===== config.mk =====
export PLATFORM = sky130hd
export DESIGN_NAME = bin_to_gray_counter
export DESIGN_NICKNAME = d
export VERILOG_FILES = /design/src/rtl/bin_to_gray_counter.sv
export SDC_FILE = /design/constraint.sdc
export NUM_CORES = 1
export LEC_CHECK = 0
export BUFFER_PORTS_ARGS = -buffer_cell sky130_fd_sc_hd__buf_4
export CORE_MARGIN = 2
export CORE_UTILIZATION = 33
export CTS_CLUSTER_DIAMETER = 100
export DETAILED_ROUTE_END_ITERATION = 7
export GPL_ROUTABILITY_DRIVEN = 0
export SLEW_MARGIN = 10
export SYNTH_ARGS = -nofsm -noshare
export SYNTH_HDL_FRONTEND = slang
export SYNTH_SLANG_ARGS = --single-unit

===== constraint.sdc =====
create_clock -name clk -period 1.6 [get_ports clk]
set_input_delay 0.32 -clock clk [delete_from_list [all_inputs] [get_ports clk]]
set_output_delay 0.32 -clock clk [all_outputs]
set_load 0.05 [all_outputs]

===== src/rtl/bin_to_gray_counter.sv =====
// Binary counter with a registered Gray-coded copy for clock-domain-crossing pointers.
// Optional down counting (dir port) is enabled by defining BIN_TO_GRAY_COUNTER_DOWN_EN.
module bin_to_gray_counter #(
  parameter int DATA_WIDTH = 16
) (
  input  logic                  clk,
  input  logic                  resetn,
  input  logic                  en,
`ifdef BIN_TO_GRAY_COUNTER_DOWN_EN
  input  logic                  dir,
`endif
  input  logic                  load,
  input  logic [DATA_WIDTH-1:0] load_val,
  output logic [DATA_WIDTH-1:0] bin,
  output logic [DATA_WIDTH-1:0] gray,
  output logic                  wrap
);

  localparam logic [DATA_WIDTH-1:0] ONE = DATA_WIDTH'(1);

  logic [DATA_WIDTH-1:0] bin_q, bin_d;
  logic [DATA_WIDTH-1:0] gray_q, gray_d;
  logic                  wrap_q, wrap_d;

  always_comb begin
    bin_d  = bin_q;
    wrap_d = 1'b0;
    if (load) begin
      bin_d = load_val;
    end else if (en) begin
`ifdef BIN_TO_GRAY_COUNTER_DOWN_EN
      if (dir) begin
        bin_d  = bin_q - ONE;
        wrap_d = ~|bin_q;
      end else begin
        bin_d  = bin_q + ONE;
        wrap_d = &bin_q;
      end
`else
      bin_d  = bin_q + ONE;
      wrap_d = &bin_q;
`endif
    end
    // Encode from the next binary value so gray and bin update on the same edge.
    gray_d = bin_d ^ (bin_d >> 1);
  end

  always_ff @(posedge clk or negedge resetn) begin
    if (!resetn) begin
      bin_q  <= '0;
      gray_q <= '0;
      wrap_q <= 1'b0;
    end else begin
      bin_q  <= bin_d;
      gray_q <= gray_d;
      wrap_q <= wrap_d;
    end
  end

  assign bin  = bin_q;
  assign gray = gray_q;
  assign wrap = wrap_q;

endmodule


==> impl_metrics.json <==
{
  "min_path_cells": 3,
  "place_area_um2": 2360,
  "tightest_slew_ns": 0.449,
  "outcome": "complete, no violations",
  "first_pass_iters": 4,
  "finalSetupTns_ns": 0,
  "drive_gt1_frac": 0.541,
  "cap_violations": 0,
  "stdcell_count": 312,
  "p_sw_frac": 0.387,
  "worstPathRequired_ns": 1.76,
  "ys_types": 41,
  "num_antenna_cells": 0,
  "critPathCaptureType": "register",
  "yosysMostFrequentCell": "dfrtp_1",
  "synth_largest_area_cell": "dfrtp_1",
  "ant_nets": 0,
  "hold_path_startpoint": "load_val[3]",
  "cp.arrival_ns": 1.76,
  "grt_pass1_wl_mm": 6.20,
  "timing.rr.end": "gray[12]$_DFF_PN0_",
  "clk_path_buf_depth": 2,
  "routed_wl_mm": 3.77,
  "worst-path-max-fanout": 4,
  "reg2regPathDepth": 5,
  "postSynthCellCount": 159,
  "cts.sinks": 32,
  "synth_flop_cell": "dfrtp_1",
  "io_pins": 53,
  "holdPathEnd": "bin[3]$_DFF_PN0_",
  "drc": 0,
  "drtIter0Drc": 50,
  "viasPerCell": 4.54,
  "die_w_um": 75.6,
  "async_flop_share": 1.00,
  "htreeDepth": 2,
  "synth.top_cell.area_share": 0.474,
  "synth_commonest_cells": "dfrtp_1, xnor2_1, nand2_1, xor2_1, inv_1",
  "syn_area_per_cell_um2": 10.6,
  "internal_power_w": 0.00168,
  "rows": 26,
  "core_um2": 5010,
  "nets": 262,
  "grt_max_degree": 37,
  "grt_pass1_vias": 1334,
  "area_growth_pct": 52.8,
  "tritoncts": "yes",
  "dieArea_um2": 5710,
  "die_y_um": 75.6,
  "slew_headroom": 0.701,
  "post-route-cell-area_um2": 2580,
  "setup_viol": 0,
  "clk_pin_slew_ns": 0.07,
  "clkPwrFrac": 0.229,
  "cts_root_buf": "clkbuf_8",
  "hold_viol_final": 0,
  "reg2reg_from": "bin[1]$_DFF_PN0_",
  "crit_type": "register to register",
  "p_total_w": 0.00273,
  "combPwrFrac": 0.400,
  "place_inst": 298,
  "ys.warnings.count": 0,
  "power_density_nw_per_um2": 1060,
  "r2r_setup_slack_ns": 0.002,
  "maxSlewViolCount": 0,
  "num_vias": 1415,
  "min_path_type": "input pin to register",
  "numPortBuffers": 52,
  "overflow": 0,
  "fin_crit_sh": 0.999,
  "wl_per_cell_um": 12.1,
  "fin_crit_ns": 1.60,
  "max_freq_mhz": 626,
  "syn_area_um2": 1690,
  "p_switching_w": 0.00106,
  "synth_area_leaders": "dfrtp_1, xnor2_1, xor2_1",
  "synth_fp_nets": 180,
  "cts_buffers": 5,
  "final_util": 0.516,
  "synth_edf_count": 0,
  "p_seq_frac": 0.370,
  "antenna_found_initial": 0,
  "leakage_nw": 1.15,
  "hpwlAfterDp_mm": 2.78,
  "ys_seq_elements": 32,
  "synth_seq_area_share": 0.474,
  "clkLatencyLatePin_ns": 0.28,
  "rsz0062_at_grt": "true",
  "startpoint_type": "register",
  "grt_use_total": 0.146,
  "finClkSkew_ns": 0.00995,
  "initial_core_util": 0.337,
  "vdd_drop_max_v": 0.000501
}
placed cells by master, fill, tap and decap left out, types with 4 or more instances in the layout:
master / netlist / final
nand4_1: 5 / 5
nor2_1: 8 / 7
a21oi_1: 6 / 4
clkbuf_8: 0 / 6
o21ai_2: 5 / 5
buf_4: 1 / 82
xnor2_1: 18 / 17
dfrtp_1: 32 / 19
nand2_1: 13 / 11
xor2_1: 13 / 13
dfrtp_2: 0 / 11
inv_1: 10 / 10
kinds of logic (layout without fill, tap and decap cells):
group                      Yosys count  after routing  share of synthesized area
adders and majority gates            1              1                    0.00740
and+or+nand+nor                     48             48                      0.180
xor gates and xnor gates            31             31                      0.161
muxes                                5              5                     0.0326
AOI/OAI and AO/OA                   24             24                      0.101
buffers and inverters               18            101                     0.0444
DFF                                 32             32                      0.474
layout make-up:
type / instances / area, µm²
Tap cell: 70 / 87.6
Sequential cell: 32 / 822
Inverter: 10 / 37.5
Clock buffer: 8 / 90.1
Fill cell: 498 / 2430
Multi-Input combinational cell: 109 / 921
Timing Repair Buffer: 83 / 626
worst max-delay path by stage:
stage | start | end | slack [ns] | depth (start not counted)
detailed placement | bin[0]$_DFF_PN0_ | gray[14]$_DFF_PN0_ | -0.09 | 6
CTS | bin[0]$_DFF_PN0_ | gray[8]$_DFF_PN0_ | -0.02 | 6
global placement | bin[0]$_DFF_PN0_ | gray[14]$_DFF_PN0_ | -0.03 | 6
global route | bin[8]$_DFF_PN0_ | bin[15]$_DFF_PN0_ | -0.08 | 5
finish | bin[1]$_DFF_PN0_ | gray[12]$_DFF_PN0_ | 0.002 | 5
floorplan | bin[4]$_DFF_PN0_ | gray[12]$_DFF_PN0_ | -0.18 | 5
per-stage QoR:
stage | hold slack (ns) | setup slack, ns
3_3_place_gp | 0.285 | -0.0264
5_1_grt | 0.279 | -0.0830
2_1_floorplan | 0.0244 | -0.181
4_1_cts | 0.273 | -0.0182
3_5_place_dp | 0.286 | -0.0872
6_report | 0.266 | 0.00230
registers in the layout, summed over array words and instances (netlist names):
signal	count
wrap	1
gray	15
bin	16
worst max-delay path, cell delays in order (launching register included):
cell and delay (ns):
dfrtp_4 0.45, nand2_4 0.07, nor4_4 0.34, a31oi_1 0.13, o31a_2 0.33, xor2_1 0.14
metal layers:
layer / global-route usage / up-vias / wire [µm]
li1: - / 708 / -
met1: 0.188 / 661 / 1660
met2: 0.230 / 39 / 1840
met3: 0.0503 / 7 / 222
met4: 0.0507 / 0 / 49
met5: 0 / - / 0
power groups by stage:
stage          logic (W)  registers [W]  clock network, W
2_1_floorplan   0.000262        0.00145                 0
3_3_place_gp     0.00106        0.00103                 0
3_5_place_dp     0.00106        0.00103                 0
4_1_cts          0.00108        0.00101          0.000650
5_1_grt          0.00117        0.00103          0.000697
6_report         0.00109        0.00101          0.000627
timing repair:
item | CTS | global route
setup endpoints to repair | 10 | 17
setup buffers | 3 | 2
gates resized for setup | 6 | 10
pin swaps | 4 | 10
hold buffers | 1 | 0
hold endpoints to repair | 32 | 0
Power figures use the tool's default switching activity.
